===== src/rtl/regfile_pkg.sv =====
// Shared constants and helpers for the register-file write scheduler.
// Holds the FSM and grant encodings, the datapath sizes and small
// address helpers used by both the scheduler and its arbiter.
package regfile_pkg;

   localparam int DATA_W   = 32;
   localparam int ADDR_W   = 5;
   localparam int NUM_REGS = 8;
   localparam int IDX_W    = $clog2(NUM_REGS);

   // Scheduler FSM encoding
   localparam logic [0:0] ST_INIT = 1'b0;
   localparam logic [0:0] ST_RUN  = 1'b1;

   // Grant encoding, also used for the remembered last grant
   localparam logic [0:0] GNT_ALU = 1'b0;
   localparam logic [0:0] GNT_MEM = 1'b1;

   // True when the address names an implemented register
   function automatic logic regInRange(input logic [ADDR_W-1:0] r);
      return (r < ADDR_W'(NUM_REGS));
   endfunction

   // One-hot decode of a register address; out-of-range decodes to zero
   function automatic logic [NUM_REGS-1:0] regDecode(input logic [ADDR_W-1:0] r);
      logic [NUM_REGS-1:0] d;
      d = '0;
      for (int i = 0; i < NUM_REGS; i++) begin
         if (r == ADDR_W'(i)) d[i] = 1'b1;
      end
      return d;
   endfunction

endpackage


===== src/rtl/regfile_write_sched_rr_arb2.sv =====
// Two-way round-robin arbiter for the register-file write port.
// req[0] is the ALU, req[1] the memory stage. When both request, the
// one that did not win last time is granted. next_last reports the
// grant to remember (unchanged when nothing is granted).
module rr_arb2
   import regfile_pkg::*;
(
   input  logic [1:0] req,
   input  logic       last_grant,
   output logic [1:0] gnt,
   output logic       next_last
);

   // Pick at most one requester, alternating on contention
   always_comb begin
      gnt       = 2'b00;
      next_last = last_grant;
      case (req)
         2'b01:   gnt = 2'b01;
         2'b10:   gnt = 2'b10;
         2'b11:   gnt = (last_grant == GNT_MEM) ? 2'b01 : 2'b10;
         default: gnt = 2'b00;
      endcase
      if (gnt[0])      next_last = GNT_ALU;
      else if (gnt[1]) next_last = GNT_MEM;
   end

endmodule


===== src/rtl/regfile_write_sched.sv =====
// Register-file write-port scheduler.
// After reset an init sweep writes every register with its own index,
// then ALU and load write-backs are round-robin arbitrated onto the
// single write port. A pending-write scoreboard (busy_mask) tracks
// reserved destinations for hazard detection in decode.
// Optional feature macro: REGFILE_ZERO_PROTECT_EN (reg 0 becomes
// read-only in RUN and is never marked busy).
//
// Handshake: each requester holds valid with stable reg/data until it
// sees ready; a transfer happens on any posedge where valid && ready.
// ready is a combinational grant and never depends on anything but the
// valids, the FSM state and the last grant.
module regfile_write_sched
   import regfile_pkg::*;
(
   input  logic                clock_in,
   input  logic                reset,
   input  logic                alu_valid,
   output logic                alu_ready,
   input  logic [ADDR_W-1:0]   alu_reg,
   input  logic [DATA_W-1:0]   alu_data,
   input  logic                mem_valid,
   output logic                mem_ready,
   input  logic [ADDR_W-1:0]   mem_reg,
   input  logic [DATA_W-1:0]   mem_data,
   input  logic                rsv_valid,
   input  logic [ADDR_W-1:0]   rsv_reg,
   output logic                regWrite,
   output logic [ADDR_W-1:0]   writeReg,
   output logic [DATA_W-1:0]   writeData,
   output logic [NUM_REGS-1:0] busy_mask,
   output logic                init_done,
   output logic                err_oob,
   output logic                dbgState
);

   logic [0:0]          state;
   logic [IDX_W-1:0]    initCnt;
   logic                lastGrant;

   logic [1:0]          arbReq;
   logic [1:0]          gnt;
   logic                nextLast;

   logic                accept;
   logic [ADDR_W-1:0]   selReg;
   logic [DATA_W-1:0]   selData;
   logic                selInRange;
   logic                dropZero;
   logic                rsvAllowed;
   logic                writeOk;
   logic [NUM_REGS-1:0] clrMask;
   logic [NUM_REGS-1:0] setMask;
   logic [NUM_REGS-1:0] busyNext;

   // Requests are only visible to the arbiter once the sweep is over
   always_comb begin
      arbReq = 2'b00;
      if (state == ST_RUN) arbReq = {mem_valid, alu_valid};
   end

   rr_arb2 u_arb (
      .req        (arbReq),
      .last_grant (lastGrant),
      .gnt        (gnt),
      .next_last  (nextLast)
   );

   assign alu_ready = gnt[0];
   assign mem_ready = gnt[1];
   assign dbgState  = state;

   // Select the granted request and classify its destination
   always_comb begin
      accept     = |gnt;
      selReg     = gnt[1] ? mem_reg  : alu_reg;
      selData    = gnt[1] ? mem_data : alu_data;
      selInRange = regInRange(selReg);
`ifdef REGFILE_ZERO_PROTECT_EN
      dropZero   = (selReg == '0);
      rsvAllowed = regInRange(rsv_reg) && (rsv_reg != '0);
`else
      dropZero   = 1'b0;
      rsvAllowed = regInRange(rsv_reg);
`endif
      writeOk    = accept && selInRange && !dropZero;
   end

   // Next scoreboard value: completed writes clear, reservations set (set wins)
   always_comb begin
      clrMask  = '0;
      setMask  = '0;
      if (accept && selInRange) clrMask = regDecode(selReg);
      if (rsv_valid && rsvAllowed) setMask = regDecode(rsv_reg);
      busyNext = (busy_mask & ~clrMask) | setMask;
   end

   // Scoreboard and arbitration history
   always_ff @(posedge clock_in or negedge reset) begin
      if (!reset) begin
         busy_mask <= '0;
         lastGrant <= GNT_MEM;
      end else begin
         busy_mask <= busyNext;
         lastGrant <= nextLast;
      end
   end

   // FSM, init sweep and registered write-port outputs
   always_ff @(posedge clock_in or negedge reset) begin
      if (!reset) begin
         state     <= ST_INIT;
         initCnt   <= '0;
         regWrite  <= 1'b0;
         writeReg  <= '0;
         writeData <= '0;
         init_done <= 1'b0;
         err_oob   <= 1'b0;
      end else begin
         case (state)
            ST_INIT: begin
               regWrite  <= 1'b1;
               writeReg  <= ADDR_W'(initCnt);
               writeData <= DATA_W'(initCnt);
               err_oob   <= 1'b0;
               initCnt   <= initCnt + IDX_W'(1);
               if (initCnt == IDX_W'(NUM_REGS - 1)) begin
                  state     <= ST_RUN;
                  init_done <= 1'b1;
               end
            end
            default: begin
               regWrite <= writeOk;
               err_oob  <= accept && !selInRange;
               if (writeOk) begin
                  writeReg  <= selReg;
                  writeData <= selData;
               end
            end
         endcase
      end
   end

endmodule


===== config.mk =====
export PLATFORM = sky130hd
export DESIGN_NAME = regfile_write_sched
export DESIGN_NICKNAME = d
export VERILOG_FILES = /design/src/rtl/regfile_pkg.sv /design/src/rtl/regfile_write_sched_rr_arb2.sv /design/src/rtl/regfile_write_sched.sv
export SDC_FILE = /design/constraint.sdc
export NUM_CORES = 1
export LEC_CHECK = 0
export BUFFER_PORTS_ARGS = -buffer_cell sky130_fd_sc_hd__buf_2
export CAP_MARGIN = 30
export CORE_MARGIN = 2
export CORE_UTILIZATION = 46
export CTS_CLUSTER_DIAMETER = 150
export DETAILED_ROUTE_END_ITERATION = 10
export GPL_TIMING_DRIVEN = 0
export PLACE_DENSITY = 0.79
export SKIP_CTS_REPAIR_TIMING = 1
export SYNTH_ARGS = -nofsm -noshare
export SYNTH_HDL_FRONTEND = slang
export SYNTH_SLANG_ARGS = --single-unit

===== constraint.sdc =====
create_clock -name clock_in -period 2.5 [get_ports clock_in]
set_clock_uncertainty 0.1 [all_clocks]
set_input_delay 0.75 -clock clock_in [delete_from_list [all_inputs] [get_ports clock_in]]
set_output_delay 0.75 -clock clock_in [all_outputs]
set_load 0.01 [all_outputs]

After elaboration in Yosys (flattened, before gate mapping)

Index checks and enable logic that the tools add are counted.
W data, S select, Z words.

Reductions and logical operators: 9
Multiplexer cells: 33
Equality and inequality tests: 19
Add/sub/neg operators: 1
$lt $le $gt $ge: 2
Bitwise gates (word level): 4

Operator list:

| kind                  | number |
|---|---|
| $mux W32              | 3 |
| $eq A5 B3 Y1 const B  | 8 |
| $mux W1               | 22 |
| $eq A5 B2 Y1 const B  | 4 |
| $mux W8               | 2 |
| $mux W5               | 3 |
| $eq A5 B1 Y1 const B  | 2 |
| $logic_not A5 Y1      | 2 |
| $lt A5 B4 Y1 const B  | 2 |
| $and A8 B8 Y8         | 1 |
| $not A8 Y8            | 1 |
| $or A8 B8 Y8          | 1 |
| $pmux W2 S3           | 1 |
| $eq A2 B2 Y1 const B  | 2 |
| $mux W2               | 2 |
| $add A3 B1 Y3 const B | 1 |
| $eq A3 B3 Y1 const B  | 1 |
| $logic_and A1 B1 Y1   | 3 |
| $eq A2 B1 Y1 const B  | 1 |
| $ne A2 B1 Y1 const B  | 1 |
| $reduce_and A2 Y1     | 1 |
| $reduce_bool A2 Y1    | 1 |
| $reduce_or A2 Y1      | 1 |
| $logic_not A1 Y1      | 1 |
| $not A1 Y1            | 1 |

Register bits: 53
Bits of input ports: 84
Word-level logic and storage cells: 77
Output and inout port bits: 51

Depth between registers and ports, before layout

Gate-level depths: netlist (run 1).

Depth in word-level cells: 10
Depth in mapped cells: 6
Gate-level depth less buffers: 4

Modules after synthesis

From an unflattened synthesis (run 1), not the netlist that was laid out.

Cell total of the unflattened synthesis: 257
Area, all modules: 2,860.2 µm²

By module, submodules not included:

| module              | area each (µm²) | cells an instance | instances | sequential area each (µm²) |
|---|---|---|---|---|
| regfile_write_sched | 2,831.5         | 252               | 1         | 1,327.5 |
| rr_arb2             | 28.8            | 5                 | 1         | 0.0 |

Worst setup path before layout (run 1)

No wires, ideal clock.

Kind: in2out
Start: input port alu_valid
End: output port mem_ready
Data required time: 1.650 ns
Stages on the path: 5
Buffers on the path: 2
Path slack: 0.103 ns
Data arrival time: 1.547 ns
Cells stage by stage: nand2_1 -> buf_2 -> nand2_1 -> buf_4 -> inv_1

Longest elaborated chain between the ends: 3
Elaborated cells on any way between the ends: 5
Those cells by class: 3 x eq/ne; 2 x mux

Ends and longest elaborated chain:

| what                                         | RTL line                          | text |
|---|---|---|
| start: declaration                           | regfile_write_sched.sv:18         | `input logic alu_valid,` |
| $mux W2 *                                    | regfile_write_sched.sv:59         | `if (state == ST_RUN) arbReq = {mem_valid, alu_valid};` |
| $eq A2 B2 Y1 or $eq A2 B1 Y1 (tied branches) | regfile_write_sched_rr_arb2.sv:18 | `case (req)` |
| $pmux W2 S3 *                                | regfile_write_sched_rr_arb2.sv:18 |  |
| end: declaration                             | regfile_write_sched.sv:23         | `output logic mem_ready,` |

Mark *: on every way between the ends. The rest lies on a longest branch, timed or not.

Worst setup path in the final report (run 1)

Same ends and word-level chain as after synthesis.

==> results of run 1 <==
-- synth_stat cells, drive strengths merged, types with 2 or more instances --
| master | instances | area [µm²] |
|---|---|---|
| o2bb2ai | 2 | 17.52 |
| nand2 | 38 | 142.6 |
| nor2 | 7 | 26.28 |
| a32o | 4 | 40.04 |
| a21o | 2 | 15.01 |
| a221o | 2 | 20.02 |
| nand2b | 4 | 25.02 |
| nand4 | 2 | 12.51 |
| and3 | 3 | 18.77 |
| nor4 | 12 | 75.07 |
| mux2i | 30 | 300.3 |
| a211oi | 4 | 30.03 |
| inv | 5 | 18.77 |
| and2 | 3 | 18.77 |
| o211ai | 4 | 30.03 |
| mux2 | 2 | 22.52 |
| buf | 13 | 72.57 |
| ha | 2 | 25.02 |
| o22ai | 3 | 18.77 |
| dfrtp | 52 | 1301 |
| clkbuf | 4 | 15.01 |
| nor3 | 3 | 31.28 |
| a21oi | 4 | 23.77 |
| a22oi | 14 | 105.1 |
| o311a | 4 | 40.04 |
| nand3 | 2 | 10.01 |
| or2 | 6 | 37.53 |
| o21ai | 23 | 118.9 |
| nor2b | 2 | 12.51 |
-- flip-flops by register name (all words and copies together), names as in the netlist --
signal / flops
writeReg: 5
dbgState: 1
regWrite: 1
writeData: 32
busy_mask: 8
err_oob: 1
init_done: 1
lastGrant: 1
initCnt: 3
-- logic make-up after synthesis --
kind of cell,after synthesis,share of synthesized area
DFF,53,0.4874
buffers and inverters,22,0.03904
and+or+nand+nor,84,0.1580
xor gates and xnor gates,1,0.003216
AOI/OAI and AO/OA,71,0.1847
adders and majority gates,2,0.009185
muxes,32,0.1185
-- layout make-up --
class,instances,area (µm²)
Buffer,16,82.58
Clock buffer,7,86.33
Clock inverter,1,30.03
Fill cell,521,2180
Inverter,5,18.77
Multi-Input combinational cell,190,1306
Sequential cell,53,1328
Tap cell,75,93.84
Timing Repair Buffer,135,690.7
-- worst reg2reg max path, stage by stage (launching register included) --
cell	delay, ps
dfstp_2	570
and2_1	230
buf_2	250
o21ai_0	150
a2111oi_0	530
o32ai_1	170
-- per-stage QoR --
stage / hold WS (ps) / worst slack (ps)
4_1_cts: 284.5 / -292.4
5_1_grt: 296.2 / 41.78
6_report: 279.1 / 86.71
2_1_floorplan: 354.4 / 103.3
3_3_place_gp: 339.5 / -278.1
3_5_place_dp: 349.6 / -287.6
-- path summary, 6_finish.rpt --
kind                                 to  slack (ps)
setup / recovery              mem_ready          90
hold / removal             busy_mask[2]         280
setup reg to reg           busy_mask[0]         380
hold reg to reg               init_done         370
max in group asynchronous     lastGrant        1420
min in group clock_in         init_done         370
-- layer usage --
metal,vias up,track usage,share of wire
met1,1290,0.2808,0.41
li1,1272,-,-
met4,0,0.06441,0.013
met5,-,0,0
met2,108,0.3802,0.50
met3,11,0.05778,0.077
-- power groups by stage --
stage / sequential, mW / clock [mW] / combinational (mW)
final: 1.13 / 0.598 / 0.704
after global routing: 1.15 / 0.661 / 0.777
after CTS: 1.13 / 0.616 / 0.709
after detailed placement: 1.14 / 0 / 0.709
after global placement: 1.14 / 0 / 0.680
after floorplan: 1.23 / 0 / 0.280
==> flow_metrics.env, run 1 <==
export IMPL_slew_headroom=0.5598
export IMPL_r2r_cells=5
export IMPL_peakVddDrop_uv=392.8
export IMPL_clock_fmax_mhz=414.4
export IMPL_portBuffers=134
export IMPL_ant_nets=0
export IMPL_grt_pass1_wl_mm=11.41
export IMPL_rsz0062_at_grt="no"
export IMPL_yosys_warnings=0
export IMPL_cts_num_sinks=53
export IMPL_cp_max_fo=16
export IMPL_r2r_start="lastGrant"
export IMPL_critPathLaunch="alu_valid"
export IMPL_p_leak_nw=1.926
export IMPL_seq_area_frac_synth=0.4874
export IMPL_fin_tns_setup_ps=0
export IMPL_syn_nets=351
export IMPL_pwr_share_seq=0.466
export IMPL_clock_root_buffer="clkbuf_8"
export IMPL_placed_area_um2=3508
export IMPL_maxSlewViolCount=0
export IMPL_end_kind="primary output"
export IMPL_grt_pass1_vias=2454
export IMPL_num_vias=2681
export IMPL_hold_viol=0
export IMPL_cts_buffers=5
export IMPL_grt_max_degree=36
export IMPL_worstPathArrival_ps=1560
export IMPL_syn_avg_cell_area_um2=10.28
export IMPL_row_count=28
export IMPL_drt_wl_total_mm=7.331
export IMPL_area_growth_pct=33.49
export IMPL_worst_ep_required_time_ps=1650
export IMPL_p_sw_mw=0.7419
export IMPL_htree_levels=2
export IMPL_die_w_um=80.95
export IMPL_cp_cell_sequence="buf_2 > nand2_1 > clkbuf_4 > nand2_8 > inv_1 > buf_2"
export IMPL_antenna_found_initial=0
export IMPL_yosys_register_bits=53
export IMPL_synth_distinct_cells=47
export IMPL_layout_common_cells="buf_2, dfrtp_1, nand2_1"
export IMPL_clk_path_buf_depth=2
export IMPL_cp_slowest_stage_delay_ps=240
export IMPL_utilization=0.6252
export IMPL_start_util=0.4684
export IMPL_dp_hpwl_mm=5.623
export IMPL_layout_commonest_cell="buf_2"
export IMPL_drive_gt1_frac=0.4079
export IMPL_ios=135
export IMPL_syn_inst=265
export IMPL_fin_area_um2=3636
export IMPL_grt_overflow_total=0
export IMPL_drt_initial_drc_count=159
export IMPL_cpMostUsedCell="buf_2"
export IMPL_intPower_mw=1.694
export IMPL_finalSetupViolations=0
export IMPL_cts_tree="yes"
export IMPL_outcome="finished, final reports clean"
export IMPL_place_gp_congestion=0.9040
export IMPL_critPathSlowestCell="clkbuf_4"
export IMPL_antenna_cells=0
export IMPL_total_power_mw=2.436
export IMPL_critPathKind="in2out"
export IMPL_dp_cells=475
export IMPL_p_clk_frac=0.245
export IMPL_die_y_um=80.95
export IMPL_pwr_share_comb=0.289
export IMPL_period_minus_slack_ps=2413
export IMPL_path_depth=6
export IMPL_die_area_um2=6553
export IMPL_track_usage=0.2233
export IMPL_drc=0
export IMPL_clk_pin_slew_ps=90
export IMPL_post_route_period_util=0.9653
export IMPL_netlist_area_um2=2724
export IMPL_synth_ff_type="dfrtp_1"
export IMPL_path_delay_family="buffers and inverters"
export IMPL_power_density_nw_per_um2=670.1
export IMPL_first_pass_iters=4
export IMPL_start_kind="input pin"
export IMPL_routed_via_density=5.562
export IMPL_synth_enable_flop_cells=0
export IMPL_maxCapViolCount=0
export IMPL_path_buf_inv=4
export IMPL_hp_class="in2async"
export IMPL_worst_pin_slew_ps=651.5
export IMPL_p_sw_frac=0.3045
export IMPL_wl_per_cell_um=15.21
export IMPL_nNetsFinal=492
export IMPL_ys_async_sr_fraction=1.000
export IMPL_core_area_um2=5816
export IMPL_worstSkewPairLatency_ps=300
export IMPL_fin_cells=482
(Power assumes the default switching activity.)
==> run 2, diff against run 1 <==
--- a/config.mk
+++ b/config.mk
@@ -8,12 +8,13 @@
 export BUFFER_PORTS_ARGS = -buffer_cell sky130_fd_sc_hd__buf_2
 export CAP_MARGIN = 30
 export CORE_MARGIN = 2
-export CORE_UTILIZATION = 46
+export CORE_UTILIZATION = 47
 export CTS_CLUSTER_DIAMETER = 150
 export DETAILED_ROUTE_END_ITERATION = 10
 export GPL_TIMING_DRIVEN = 0
-export PLACE_DENSITY = 0.79
+export PLACE_DENSITY = 0.8
 export SKIP_CTS_REPAIR_TIMING = 1
 export SYNTH_ARGS = -nofsm -noshare
 export SYNTH_HDL_FRONTEND = slang
+export SYNTH_HIERARCHICAL = 1
 export SYNTH_SLANG_ARGS = --single-unit
==> flow_metrics.env, run 2 <==
export IMPL_outcome="finished, final reports clean"
export IMPL_hp_class="in2async"
export IMPL_top_regs="writeData x32, busy_mask x8, writeReg x5"
export IMPL_synth_distinct_cells=45
export IMPL_critPathKind="in2reg"
export IMPL_placed_area_um2=3655
export IMPL_syn_avg_cell_area_um2=11.13
export IMPL_p_sw_frac=0.3186
export IMPL_grt_pass1_wl_mm=11.38
export IMPL_p_leak_nw=1.766
export IMPL_rrSetupSlack_ps=170
export IMPL_pwr_share_seq=0.471
export IMPL_area_growth_pct=31.36
export IMPL_yosys_warnings=6
export IMPL_largest_reg_flops=32
export IMPL_synth_area_leaders="dfrtp_1, mux2i_1, nor3_1, a211oi_1, a211oi_2"
export IMPL_top_register="writeData"
export IMPL_grt_overflow_total=0
export IMPL_grt_max_degree=38
export IMPL_worstPathArrival_ps=2430
export IMPL_ys_top_cells_by_count="dfrtp_1, nor3_1, mux2i_1, a211oi_1"
export IMPL_worst_ep_required_time_ps=2600
export IMPL_start_kind="input pin"
export IMPL_hold_viol=0
export IMPL_start_util=0.4860
export IMPL_syn_nets=343
export IMPL_utilization=0.6384
export IMPL_ant_nets=0
export IMPL_slew_headroom=0.5254
export IMPL_routed_via_density=5.454
export IMPL_synth_enable_flop_cells=0
export IMPL_p_clk_frac=0.213
export IMPL_dp_hpwl_mm=5.688
export IMPL_r2r_start="dbgState"
export IMPL_nNetsFinal=484
export IMPL_portBuffers=134
export IMPL_maxCapViolCount=0
export IMPL_drt_initial_drc_count=81
export IMPL_pwr_share_comb=0.316
export IMPL_clock_root_buffer="clkbuf_8"
export IMPL_clock_fmax_mhz=428.7
export IMPL_end_kind="register"
export IMPL_syn_inst=257
export IMPL_drive_gt1_frac=0.4662
export IMPL_worst_r2r_endpoint="writeData[28]"
export IMPL_intPower_mw=1.578
export IMPL_antenna_cells=0
export IMPL_p_sw_mw=0.7380
export IMPL_drc=0
export IMPL_synth_ff_type="dfrtp_1"
export IMPL_num_vias=2585
export IMPL_finalSetupViolations=0
export IMPL_row_count=28
export IMPL_cts_tree="yes"
export IMPL_die_w_um=82.01
export IMPL_place_gp_congestion=0.8815
export IMPL_yosys_register_bits=53
export IMPL_worstSkewPairLatency_ps=300
export IMPL_worst_pin_slew_ps=702.0
export IMPL_netlist_area_um2=2860
export IMPL_yosysTopAreaCell="dfrtp_1"
export IMPL_clk_path_buf_depth=2
export IMPL_die_y_um=82.01
export IMPL_cp_max_fo=10
export IMPL_antenna_found_initial=0
export IMPL_fill_cells=540
export IMPL_ios=135
export IMPL_rsz0062_at_grt="no"
export IMPL_track_usage=0.2200
export IMPL_grt_pass1_vias=2416
export IMPL_ys_async_sr_fraction=1.000
export IMPL_period_minus_slack_ps=2333
export IMPL_synth_top_cell_area_share=0.4549
export IMPL_post_route_period_util=0.9331
export IMPL_drt_wl_total_mm=7.243
export IMPL_layout_common_cells="buf_2, dfrtp_1, nor3_1"
export IMPL_cts_buffers=5
export IMPL_peakVddDrop_uv=325.4
export IMPL_seq_area_frac_synth=0.4641
export IMPL_clk_pin_slew_ps=100
export IMPL_first_pass_iters=6
export IMPL_layout_commonest_cell="buf_2"
export IMPL_fin_area_um2=3757
export IMPL_core_area_um2=5886
export IMPL_power_density_nw_per_um2=616.5
export IMPL_die_area_um2=6726
export IMPL_htree_levels=2
export IMPL_wl_per_cell_um=15.28
export IMPL_cts_num_sinks=53
export IMPL_r2r_cells=7
export IMPL_yosys_cell_count_top_type="dfrtp_1"
export IMPL_maxSlewViolCount=0
-- run 2: cell types whose count changed after synthesis, moves of 5 or more --
cell | before | now
a211oi_1 | 4 | 19
a32oi_1 | 0 | 6
a211oi_2 | 0 | 10
nor2b_1 | 2 | 7
o31ai_1 | 0 | 6
nor4_1 | 12 | 0
o21ai_1 | 10 | 0
a22oi_1 | 14 | 0
inv_1 | 5 | 10
nor3_1 | 1 | 35
nand2_1 | 38 | 4
-- run 2: worst max-delay path by stage --
stage / start / slack, ps / end
floorplan: alu_valid / 9 / writeData[17]
global placement: alu_valid / -150 / writeData[29]
detailed placement: alu_valid / -250 / writeData[6]
CTS: dbgState / -230 / writeData[28]
global route: dbgState / 7 / writeData[13]
finish: mem_valid / 170 / writeData[28]
-- run 2: logic make-up after synthesis --
| family | share of synthesized area |
|---|---|
| flops | 0.4641 |
| buf+inv | 0.06649 |
| compound gates | 0.1776 |
| fa+ha+maj | 0.008748 |
| simple gates | 0.1671 |
| xor+xnor | 0.003063 |
| mux | 0.1129 |
-- run 2: critical path, stage by stage --
cell and delay (ps):
buf_2 90, and2_1 150, a21boi_2 160, buf_6 140, nor4b_4 480, buf_2 320, nor3_1 80, a211oi_1 260
-- run 2: power groups by stage --
stage | Sequential, mW | Combinational [mW] | Clock [mW]
5_1_grt | 1.11 | 0.808 | 0.552
4_1_cts | 1.09 | 0.740 | 0.514
3_3_place_gp | 1.10 | 0.715 | 0
2_1_floorplan | 1.18 | 0.341 | 0
3_5_place_dp | 1.11 | 0.739 | 0
6_report | 1.09 | 0.731 | 0.494
-- run 2: cell type report --
class | count | area, µm² | area share
sequential | 53 | 1329 | 0.3536
clock buffer | 5 | 68.82 | 0.01832
multi-input combinational | 172 | 1356 | 0.3610
tap | 75 | 93.84 | 0.02498
inverter | 10 | 37.54 | 0.009990
clock inverter | 3 | 26.28 | 0.006993
timing repair buffer | 135 | 690.7 | 0.1838
buffer | 21 | 155.1 | 0.04129
-- run 2: routing by layer --
layer / routed length (µm) / track usage / vias up
li1: - / - / 1256
met1: 3036 / 0.2772 / 1247
met2: 3681 / 0.3870 / 80
met3: 483 / 0.04505 / 2
met4: 42 / 0.05167 / 0
met5: 0 / 0 / -
-- run 2: metrics by stage --
stage	cells	setup TNS (ps)	worst slack [ps]	power [mW]	hold slack, ps
3_3_place_gp	466	-4960	-150.5	1.817	348.7
6_report	474	0	167.2	2.316	261.0
5_1_grt	474	0	7.465	2.471	270.6
3_5_place_dp	467	-7488	-248.3	1.847	358.9
4_1_cts	475	-5635	-232.8	2.346	261.0
2_1_floorplan	257	0	9.131	1.522	354.4
